File: src/rtl/wb_init_bridge.sv
// ---------------------------------------------------------------------------
// wb_init_bridge
//
// Purpose:
//   Turns a simple valid/ready command stream into single Wishbone classic
//   bus cycles. Only one transaction is in flight at a time. Each accepted
//   command produces exactly one response: the read data on an ack, or an
//   error flag if the responder stays silent for TIMEOUT bus cycles.
//
// Parameters:
//   TIMEOUT    - bus cycles to wait for ack before aborting (1..65535)
//
// Ports:
//   clk, rst   - single clock; asynchronous active-high reset
//   cmd_*      - command channel (valid/ready, we, adr, dat, sel)
//   rsp_*      - response channel (valid/ready, dat, err)
//   wbm_*_o    - Wishbone initiator outputs (cyc, stb, we, adr, dat, sel)
//   wbm_*_i    - Wishbone responder inputs (dat, ack)
// ---------------------------------------------------------------------------
module wb_init_bridge #(
    parameter int TIMEOUT = 255
) (
    input  logic        clk,
    input  logic        rst,

    input  logic        cmd_valid,
    output logic        cmd_ready,
    input  logic        cmd_we,
    input  logic [31:0] cmd_adr,
    input  logic [31:0] cmd_dat,
    input  logic [3:0]  cmd_sel,

    output logic        rsp_valid,
    input  logic        rsp_ready,
    output logic [31:0] rsp_dat,
    output logic        rsp_err,

    output logic        wbm_cyc_o,
    output logic        wbm_stb_o,
    output logic        wbm_we_o,
    output logic [31:0] wbm_adr_o,
    output logic [31:0] wbm_dat_o,
    output logic [3:0]  wbm_sel_o,
    input  logic [31:0] wbm_dat_i,
    input  logic        wbm_ack_i
);

    typedef enum logic [1:0] {
        IDLE = 2'd0,
        BUS  = 2'd1,
        RESP = 2'd2
    } state_t;

    localparam logic [15:0] TIMEOUT_CNT = 16'(TIMEOUT);

    state_t      state_q, state_d;
    logic [15:0] wait_cnt_q, wait_cnt_d;
    logic        we_q, we_d;
    logic [31:0] adr_q, adr_d;
    logic [31:0] dat_q, dat_d;
    logic [3:0]  sel_q, sel_d;
    logic [31:0] rsp_dat_q, rsp_dat_d;
    logic        rsp_err_q, rsp_err_d;

    logic [15:0] wait_cnt_inc;

    assign wait_cnt_inc = wait_cnt_q + 16'd1;

    // State register and all datapath flops. Because cyc/stb and rsp_valid
    // are decoded from the state, reset kills an in-flight bus cycle
    // immediately without waiting for a clock edge.
    always_ff @(posedge clk or posedge rst) begin
        if (rst) begin
            state_q    <= IDLE;
            wait_cnt_q <= 16'd0;
            we_q       <= 1'b0;
            adr_q      <= 32'd0;
            dat_q      <= 32'd0;
            sel_q      <= 4'd0;
            rsp_dat_q  <= 32'd0;
            rsp_err_q  <= 1'b0;
        end else begin
            state_q    <= state_d;
            wait_cnt_q <= wait_cnt_d;
            we_q       <= we_d;
            adr_q      <= adr_d;
            dat_q      <= dat_d;
            sel_q      <= sel_d;
            rsp_dat_q  <= rsp_dat_d;
            rsp_err_q  <= rsp_err_d;
        end
    end

    // Next-state logic. Everything holds by default, which is what keeps the
    // bus signals stable during BUS and the response stable during RESP.
    always_comb begin
        state_d    = state_q;
        wait_cnt_d = wait_cnt_q;
        we_d       = we_q;
        adr_d      = adr_q;
        dat_d      = dat_q;
        sel_d      = sel_q;
        rsp_dat_d  = rsp_dat_q;
        rsp_err_d  = rsp_err_q;

        case (state_q)
            IDLE: begin
                if (cmd_valid) begin
                    we_d       = cmd_we;
                    adr_d      = cmd_adr;
                    dat_d      = cmd_dat;
                    sel_d      = cmd_sel;
                    wait_cnt_d = 16'd0;
                    state_d    = BUS;
                end
            end

            BUS: begin
                // Ack is tested first so that an ack landing on the very
                // cycle the wait count reaches TIMEOUT still completes.
                if (wbm_ack_i) begin
                    rsp_err_d = 1'b0;
                    rsp_dat_d = we_q ? 32'd0 : wbm_dat_i;
                    state_d   = RESP;
                end else begin
                    wait_cnt_d = wait_cnt_inc;
                    if (wait_cnt_inc == TIMEOUT_CNT) begin
                        rsp_err_d = 1'b1;
                        rsp_dat_d = 32'd0;
                        state_d   = RESP;
                    end
                end
            end

            RESP: begin
                if (rsp_ready) begin
                    state_d = IDLE;
                end
            end

            default: begin
                state_d = IDLE;
            end
        endcase
    end

    assign cmd_ready = (state_q == IDLE);
    assign rsp_valid = (state_q == RESP);
    assign rsp_dat   = rsp_dat_q;
    assign rsp_err   = rsp_err_q;

    assign wbm_cyc_o = (state_q == BUS);
    assign wbm_stb_o = (state_q == BUS);
    assign wbm_we_o  = we_q;
    assign wbm_adr_o = adr_q;
    assign wbm_dat_o = dat_q;
    assign wbm_sel_o = sel_q;

endmodule

File: config.mk
export PLATFORM = sky130hd
export DESIGN_NAME = wb_init_bridge
export DESIGN_NICKNAME = d
export VERILOG_FILES = /design/src/rtl/wb_init_bridge.sv
export SDC_FILE = /design/constraint.sdc
export NUM_CORES = 1
export LEC_CHECK = 0
export ABC_AREA = 0
export CAP_MARGIN = 20
export CORE_AREA = 2 2 112 114
export DETAILED_ROUTE_END_ITERATION = 8
export DIE_AREA = 0 0 114 116
export PLACE_DENSITY = 0.88
export SYNTH_ARGS = -nofsm -noshare
export SYNTH_HDL_FRONTEND = slang
export SYNTH_SLANG_ARGS = --single-unit
File: constraint.sdc
create_clock -name clk -period 6.79 [get_ports clk]
set_input_delay 2.037 -clock clk [delete_from_list [all_inputs] [get_ports clk]]
set_output_delay 2.037 -clock clk [all_outputs]
set_load 0.005 [all_outputs]
=== Yosys cells after proc, flatten, opt, wreduce, memory -nomap -nowiden ===
Index checks and enable logic that the tools add are counted.

* Flip-flop bits (word level): 120
* Latch bits: 0
* Memory bits (writable): 0
* Memory bits (read-only): 0
* Input port bits: 106
* Output and inout port bits: 106
* Logic and storage cells: 36
* Memories kept: 0

* $add $sub $neg: 1
* $mul: 0
* Divide/modulo/power cells: 0
* Order comparisons: 0
* Equal/unequal tests: 7
* Shift operators: 0
* Multiplexer cells: 13
* Bitwise gates (word level): 0
* Reductions and logical operators: 7

{| class="wikitable"
|+ Operator list
! cell !! number
|-
| $mux 32 || 3
|-
| $mux 16 || 2
|-
| $pmux 16 s2 || 1
|-
| $add 16x1->16 const B || 1
|-
| $eq 16x8->1 const B || 1
|-
| $mux 2 || 4
|-
| $pmux 2 s3 || 1
|-
| $reduce_and 3->1 || 2
|-
| $ne 2x2->1 const B || 2
|-
| $reduce_and 2->1 || 2
|-
| $reduce_bool 2->1 || 2
|-
| $ne 3x1->1 const B || 1
|-
| $eq 2x1->1 const B || 1
|-
| $eq 2x2->1 const B || 1
|-
| $logic_not 2->1 || 1
|-
| $mux 1 || 2
|-
| $ne 2x1->1 const B || 1
|}

=== Logic depth before layout (Yosys ltp) ===
Gate-level depths: netlist (run 1).

* Depth after elaboration: 5
* Gate-level depth with buffers: 8
* Mapped depth without buffers: 7

=== Worst setup path before layout (run 1) ===
OpenSTA, ideal clock, no wires.

* Kind: input to register
* From: input cmd_valid
* To: register adr_q[0], in the netlist wbm_adr_o[0]
* Setup time: 0.125 ns
* Arrival time: 3.060 ns
* Data required time: 6.665 ns
* Slack: 3.605 ns
* Stages: 4
* Buffers on the path: 2
* Cell sequence: and2_1 clkbuf_1 clkbuf_1 mux2_2

* Word-level cells in the longest chain between the ends: 1

{| class="wikitable"
|+ RTL lines
! what !! RTL line !! source
|-
| start: declaration || 26 || <nowiki>input logic cmd_valid,</nowiki>
|-
| $reduce_and 2->1 (no line) || -- ||
|-
| end signal: assignment || 86 || <nowiki>adr_q <= adr_d;</nowiki>
|-
| end: declaration || 59 || <nowiki>logic [31:0] adr_q, adr_d;</nowiki>
|}

No other way between the ends.
A chain may end at the register's enable or synchronous reset.

=== Final worst setup path (run 1) ===
* From: input wbm_ack_i
* To: register wait_cnt_q[5]

* Word-level cells in the longest chain between the ends: 2

{| class="wikitable"
|+ RTL lines
! what !! RTL line !! source
|-
| start: declaration || 45 || <nowiki>input logic wbm_ack_i</nowiki>
|-
| $ne 2x2->1 (no line) || -- ||
|-
| $reduce_and 3->1 (no line) || -- ||
|-
| end signal: assignment || 84 || <nowiki>wait_cnt_q <= wait_cnt_d;</nowiki>
|-
| end: declaration || 57 || <nowiki>logic [15:0] wait_cnt_q, wait_cnt_d;</nowiki>
|}

No other way between the ends.

==> impl_metrics.yaml, run 1 <==
status:
  outcome: "complete, no violations"
setup_path:
  rr_worst_depth: 8
  critPathMaxFanout: 34
  worst-setup-path-type: "in2reg"
  timing.critical_path.required_ps: 7060
  crit_path_end_kind: "register"
  arrival_ps: 4630
  setup.worst_path.start_class: "primary input"
worst_hold_path:
  holdCritPathClass: "reg2reg"
  hold_depth: 1
cts:
  cts.path.max_buffers: 2
  cts_resized: 0
  cts_hold_buf: 0
  cts_tree: "yes"
  postCtsSetupRepairBufs: 0
  clkLatencyLatePin_ps: 400
  cts.clk_slew.worst_paths_ps: 50
  cts_buffers: 17
  h-tree-depth: 4
  root_buffer: "clkbuf_16"
  cts_sinks: 120
global_routing:
  grt_pass1_vias: 4687
  grt_max_degree: 69
  antenna_found_initial: 0
  track_usage: 0.228
  overflow: 0
  grt_pass1_wl_um: 23400
cells_and_area:
  layout.cells.non_filler: 804
  final_common_cell: "clkdlybuf4s50_1"
  diodes: 0
  layout_common_cells: "clkdlybuf4s50_1 (211), dfrtp_1 (120), mux2_2 (69)"
  fin_nets: 752
  area.growth.synth_to_final_pct: 54.0
  drive_gt1_frac: 0.207
floorplanning:
  io_pins: 212
  dieWidth_um: 114
  die_y_um: 116
  core_um2: 11900
  rows: 40
  initial_core_util: 0.444
  die_area_um2: 13200
synthesis:
  ys_seq_area_frac: 0.568
  yosys_most_used_dff: "dfrtp_1"
  synth_seq_cells: 120
  syn_nets: 549
  synthCells: 441
  synth-edff-count: 0
  yosysWarningCount: 0
  syn_avg_cell_area_um2: 12.0
  synthesis.area_um2: 5290
  synthDistinctLibCells: 51
  postSynth.asyncResetShare: 1.00
pwr:
  peakVddDrop_uv: 261
  cellPowerDensity_nw_per_um2: 455
  power_leakage_nw: 3.32
detailed_routing:
  dr.pass1.iters: 5
  drt-total-wl_um: 14600
  drtIter0Drc: 317
  vias: 4375
  viasPerCell: 5.44
  drc: 0
  routedWlPerCell_um: 18.2
  drtAntennaViolNets: 0
job:
  max-cap-violations: 0
timing:
  relSlewSlack: 0.372
  tightest_slew_ps: 938
  final_hold_viol_count: 0
  fmax_mhz: 230
  fin_crit_ps: 4360
  min_period_over_period: 0.642
  rsz0062_at_grt: "false"
  fin_tns_setup_ps: 0
  drv_slew: 0
  finalClockSkew_ps: 6.66
  setup_violations: 0
placement:
  globalplace.congestion: 0.841
  port_buffers: 211
  placed_cells: 771
  hpwlAfterDp_um: 10200
-- worst max-delay path: stages --
cell	delay, ps
clkdlybuf4s50_1	520
clkinv_1	750
nand2_1	880
a21oi_1	100
o21ai_0	210
o21ai_0	120
-- Yosys cell counts (all sizes together), types with 2 or more instances --
cell / number / area, µm²
dfrtp: 120 / 3000
mux2: 69 / 777
o21ai: 57 / 357
nand2: 45 / 169
a22oi: 32 / 240
clkbuf: 23 / 87.6
nor2: 15 / 58.8
nand4: 11 / 90.1
buf: 9 / 66.3
a21oi: 5 / 25.0
inv: 5 / 18.8
nand3: 5 / 30.0
and2: 4 / 25.0
o31ai: 4 / 30.0
a31oi: 3 / 18.8
nor3: 3 / 26.3
and3: 2 / 12.5
and4: 2 / 17.5
ha: 2 / 25.0
nand2b: 2 / 12.5
nor4: 2 / 18.8
o21a: 2 / 15.0
xor2: 2 / 17.5
-- final timing paths --
| kind | from | end | slack, ps |
|---|---|---|---|
| max | wbm_ack_i | wait_cnt_q[5] | 2430 |
| min | rsp_err | rsp_err | 500 |
| max reg2reg | wait_cnt_q[0] | rsp_dat[10] | 3900 |
| min reg2reg | rsp_err | rsp_err | 500 |
| max in group asynchronous | rst | wbm_sel_o[0] | 3430 |
| min in group asynchronous | rst | wbm_adr_o[4] | 2160 |
-- logic make-up (layout without fill, tap and decap cells) --
logic type / Yosys count / count (layout) / synth area share
buf+inv: 38 / 254 / 0.0334
compound gates: 114 / 114 / 0.149
simple gates: 95 / 95 / 0.0928
mux: 69 / 69 / 0.147
fa+ha+maj: 2 / 2 / 0.00473
xor+xnor: 3 / 3 / 0.00497
flops: 120 / 120 / 0.568
-- layout make-up --
cell class	instances	area (µm²)
tap	147	184
timing repair buffer	216	2160
clock inverter	12	196
inverter	6	25.0
multi-input combinational	283	2110
clock buffer	20	467
sequential	120	3000
fill	847	3770
-- power breakdown --
group / internal, W / switching (W) / leakage (nW)
Sequential: 0.00104 / 0.000212 / 1.42
Clock: 0.000679 / 0.000316 / 0.318
Combinational: 0.000933 / 0.000529 / 1.58
-- sequential cells by signal (all words and copies together) (netlist names) --
name,count
rsp_dat,32
rsp_err,1
state_q,2
wait_cnt_q,16
wbm_adr_o,32
wbm_dat_o,32
wbm_sel_o,4
wbm_we_o,1
-- metrics by stage --
stage	cell area (µm²)	hold WS [ps]	power, W	utilization	setup slack (ps)
2_1_floorplan	5290	470	0.00185	-	1570
3_3_place_gp	7460	489	0.00266	0.627	2220
3_5_place_dp	7460	490	0.00272	0.627	2090
4_1_cts	8130	502	0.00374	0.682	2460
5_1_grt	8140	518	0.00392	0.684	2140
6_report	8140	501	0.00371	0.684	2430
-- routing by layer --
metal,up-vias,routed length [µm],track usage
li1,2007,-,-
met1,2142,5270,0.249
met2,200,7700,0.402
met3,26,1350,0.0884
met4,0,297,0.0870
met5,-,0,0
(Power assumes the default switching activity.)
==> inputs of run 2 (changes only) <==
Settings changed: CORE_AREA 2 2 112 114 to 2 2 113 115, DIE_AREA 0 0 114 116 to 0 0 115 117, PLACE_DENSITY 0.88 to 0.87.
Clock period 6.79 ns to 4.03 ns, I/O delays scaled along.
==> impl_metrics.yaml, run 2 (synthesized netlist as in run 1, its figures left out) <==
worst_hold_path:
  hold_depth: 1
  holdCritPathClass: "reg2reg"
detailed_routing:
  dr.pass1.iters: 5
  vias: 4281
  viasPerCell: 5.30
  drtAntennaViolNets: 0
  routedWlPerCell_um: 16.9
  drc: 0
  drtIter0Drc: 206
  drt-total-wl_um: 13700
floorplanning:
  rows: 41
  dieWidth_um: 115
  io_pins: 212
  die_y_um: 117
  core_um2: 12300
  die_area_um2: 13500
  initial_core_util: 0.429
pwr:
  power_leakage_nw: 3.27
  seq_power_share: 0.357
  p_comb_frac: 0.419
  p_clk_frac: 0.224
  p_int_w: 0.00416
  cellPowerDensity_nw_per_um2: 730
  switchingPower_w: 0.00170
  peakVddDrop_uv: 444
  sw_frac_of_total: 0.290
timing:
  fin_crit_ps: 3090
  final_hold_viol_count: 0
  hold_slack_ps: 502
  rsz0062_at_grt: "false"
  min_period_over_period: 0.767
  setup_violations: 0
  fin_tns_setup_ps: 0
  finalClockSkew_ps: 7.13
  relSlewSlack: 0.385
  tightest_slew_ps: 923
  fmax_mhz: 323
  drv_slew: 0
global_routing:
  antenna_found_initial: 0
  grt_pass1_wl_um: 21600
  grt_max_degree: 73
  overflow: 0
  track_usage: 0.206
  grt_pass1_vias: 4366
cells_and_area:
  register_area_um2: 3000
  final_common_cell: "clkdlybuf4s50_1"
  multi_input_area_um2: 2110
  fillers: 934
  layout_common_cells: "clkdlybuf4s50_1 (211), dfrtp_1 (120), mux2_2 (69)"
  area.growth.synth_to_final_pct: 51.9
  fin_nets: 755
  drive_gt1_frac: 0.199
  diodes: 0
  layout.cells.non_filler: 807
setup_path:
  worst-setup-path-type: "reg2out"
  setup.worst_path.start_class: "register"
  timing.critical_path.required_ps: 2820
  slowest_stage: "clkdlybuf4s50_1"
  critical-path-max-stage-delay_ps: 530
  crit_chain: "nand2b_1 -> buf_4 -> inv_1 -> clkdlybuf4s50_1"
  ff2ff_setup_slack_ps: 1280
  arrival_ps: 1880
  crit_path_end_kind: "primary output"
  critPathMaxFanout: 35
  rr_worst_depth: 8
cts:
  root_buffer: "clkbuf_16"
  h-tree-depth: 4
  cts_tree: "yes"
  cts_sinks: 120
  clkLatencyLatePin_ps: 400
  postCtsSetupRepairBufs: 0
  cts_hold_buf: 0
  cts_buffers: 17
  cts.clk_slew.worst_paths_ps: 50
  cts.path.max_buffers: 2
  cts_resized: 0
placement:
  globalplace.congestion: 0.844
  placed_cells: 778
  hpwlAfterDp_um: 9710
  port_buffers: 211
job:
  max-cap-violations: 0
status:
  outcome: "complete, no violations"
run 2: final timing paths:
| path | start | endpoint |
|---|---|---|
| setup / recovery | state_q[1] | wbm_cyc_o |
| hold / removal | wbm_dat_o[25] | wbm_dat_o[25] |
| setup reg to reg | wait_cnt_q[1] | rsp_dat[6] |
| hold reg to reg | wbm_dat_o[25] | wbm_dat_o[25] |
| max in group asynchronous | rst | wait_cnt_q[6] |
| min in group asynchronous | rst | wbm_adr_o[3] |
run 2: area by class of cell:
class | count | share of cell area
repair buffers | 219 | 0.272
inverters | 6 | 0.00327
clock inverters | 3 | 0.00218
well taps | 150 | 0.0234
multi-input cells | 283 | 0.263
flip-flops and latches | 120 | 0.374
clock buffers | 26 | 0.0622
run 2: power by group through the flow:
stage | Sequential (W) | Clock, W | Combinational, W
6_report | 0.00209 | 0.00132 | 0.00246
5_1_grt | 0.00217 | 0.00140 | 0.00266
4_1_cts | 0.00210 | 0.00135 | 0.00249
3_5_place_dp | 0.00211 | 0 | 0.00248
3_3_place_gp | 0.00206 | 0 | 0.00241
2_1_floorplan | 0.00210 | 0 | 0.00102
run 2: through the flow:
step,power (W),util,setup slack (ps),cell area [µm²]
5_1_grt,0.00623,0.652,824,8030
3_5_place_dp,0.00458,0.610,935,7510
4_1_cts,0.00595,0.652,910,8030
2_1_floorplan,0.00312,-,1350,5290
3_3_place_gp,0.00447,0.610,1040,7510
6_report,0.00586,0.652,939,8030
run 2: per-layer routing:
layer / vias to the layer above / track usage / part of all wire
met4: 0 / 0.0932 / 0.024
met5: - / 0 / 0
li1: 2017 / - / -
met2: 166 / 0.345 / 0.51
met3: 27 / 0.0855 / 0.082
met1: 2071 / 0.232 / 0.39
run 2: critical path, delay by kind of cell (launching register included):
family	cells	cell delay [ps]
buffers and inverters	3	960
flip-flops	1	380
AND/OR/NAND/NOR	1	140
==> inputs of run 3 (changes only) <==
Clock period 4.03 ns to 3.1 ns, I/O delays scaled along.
==> impl_metrics.yaml, run 3 (synthesized netlist as in run 1, its figures left out) <==
cells_and_area:
  drive_gt1_frac: 0.208
  final_common_cell: "clkdlybuf4s50_1"
  layout_common_cells: "clkdlybuf4s50_1 (211), dfrtp_1 (120), mux2_2 (69)"
  fin_nets: 756
  diodes: 0
  postLayoutCoreUtil: 0.656
  area.growth.synth_to_final_pct: 52.9
floorplanning:
  rows: 41
  die_area_um2: 13500
  die_y_um: 117
  initial_core_util: 0.429
  io_pins: 212
  core_um2: 12300
  dieWidth_um: 115
global_routing:
  grt_pass1_wl_um: 22900
  grt_pass1_vias: 4536
  grt_max_degree: 71
  overflow: 0
  antenna_found_initial: 0
  track_usage: 0.221
pwr:
  p_int_w: 0.00548
  sw_frac_of_total: 0.296
  seq_power_share: 0.351
  p_clk_frac: 0.235
  peakVddDrop_uv: 591
  cellPowerDensity_nw_per_um2: 963
  p_comb_frac: 0.414
  power_leakage_nw: 3.30
  switchingPower_w: 0.00230
status:
  outcome: "complete, no violations"
cts:
  clkLatencyLatePin_ps: 420
  cts.path.max_buffers: 2
  cts_sinks: 120
  cts_buffers: 17
  cts_tree: "yes"
  h-tree-depth: 4
  root_buffer: "clkbuf_16"
  cts_hold_buf: 0
  postCtsSetupRepairBufs: 0
  cts_resized: 0
  cts.clk_slew.worst_paths_ps: 50
worst_hold_path:
  hp-start: "wbm_adr_o[11]"
  holdCritPathClass: "reg2reg"
job:
  max-cap-violations: 0
setup_path:
  critical-path-max-stage-delay_ps: 510
  cp-startpoint: "wait_cnt_q[0]"
  critPathTopFamily: "compound AO/OA/AOI/OAI gates"
  slowest_stage: "dfrtp_1"
  reg2reg_from: "wait_cnt_q[0]"
  crit_chain: "ha_1 -> nand3_2 -> nor2_2 -> o211ai_1 -> a211o_1 -> nor3_4 -> buf_4 -> o21ai_0"
  timing.critical_path.required_ps: 3370
  arrival_ps: 2920
  setup.worst_path.start_class: "register"
  crit_buf_inv: 1
  crit_path_end_kind: "register"
  worst-setup-path-type: "reg2reg"
  critPathMaxFanout: 33
timing:
  rsz0062_at_grt: "false"
  tightest_slew_ps: 625
  fin_tns_setup_ps: 0
  drv_slew: 0
  fin_crit_ps: 2650
  finalClockSkew_ps: 7.50
  final_hold_viol_count: 0
  fmax_mhz: 377
  setup_violations: 0
  min_period_over_period: 0.855
  relSlewSlack: 0.582
detailed_routing:
  drtAntennaViolNets: 0
  drt-total-wl_um: 14300
  drc: 0
  dr.pass1.iters: 4
  vias: 4381
  routedWlPerCell_um: 17.6
  viasPerCell: 5.41
  drtIter0Drc: 334
placement:
  hpwlAfterDp_um: 10100
  globalplace.congestion: 0.912
  port_buffers: 211
==> run 3: worst paths after layout <==
path                            slack (ps)            end  depth (start not counted)
max in group asynchronous             1480   wbm_dat_o[3]                          3
worst max-delay path                   450    rsp_dat[22]                          8
worst min-delay path                   500  wbm_adr_o[11]                          1
min in group asynchronous              870  wbm_dat_o[26]                          2
worst max register to register         450    rsp_dat[22]                          8
worst min register to register         500  wbm_adr_o[11]                          1
==> run 3: layer usage <==
| layer | track usage | routed length, µm |
|---|---|---|
| met1 | 0.255 | 5530 |
| met2 | 0.371 | 7310 |
| met3 | 0.0875 | 1120 |
| met4 | 0.0843 | 335 |
| met5 | 0 | 0 |
==> run 3: power by group through the flow <==
stage	sequential, W	clock, W	combinational [W]
after global placement	0.00269	0	0.00313
after detailed placement	0.00275	0	0.00324
after global routing	0.00283	0.00194	0.00348
final	0.00273	0.00183	0.00322
after CTS	0.00275	0.00187	0.00326
after floorplan	0.00273	0	0.00133
==> run 3: layout make-up <==
cell class | instances | area, µm²
multi-input cells | 283 | 2110
fillers | 936 | 4230
clock buffers | 22 | 474
repair buffers | 220 | 2200
clock inverters | 9 | 75.1
flip-flops and latches | 120 | 3000
inverters | 6 | 26.3
well taps | 150 | 188
==> run 3: metrics by stage <==
stage | hold slack [ps] | std cells | cell area (µm²) | worst slack [ps] | power (W)
CTS | 507 | 810 | 8080 | 439 | 0.00788
global placement | 488 | 779 | 7530 | 560 | 0.00582
detailed placement | 494 | 779 | 7530 | 447 | 0.00599
global route | 517 | 810 | 8080 | 223 | 0.00825
finish | 503 | 810 | 8080 | 450 | 0.00779
floorplan | 470 | 441 | 5290 | 701 | 0.00406
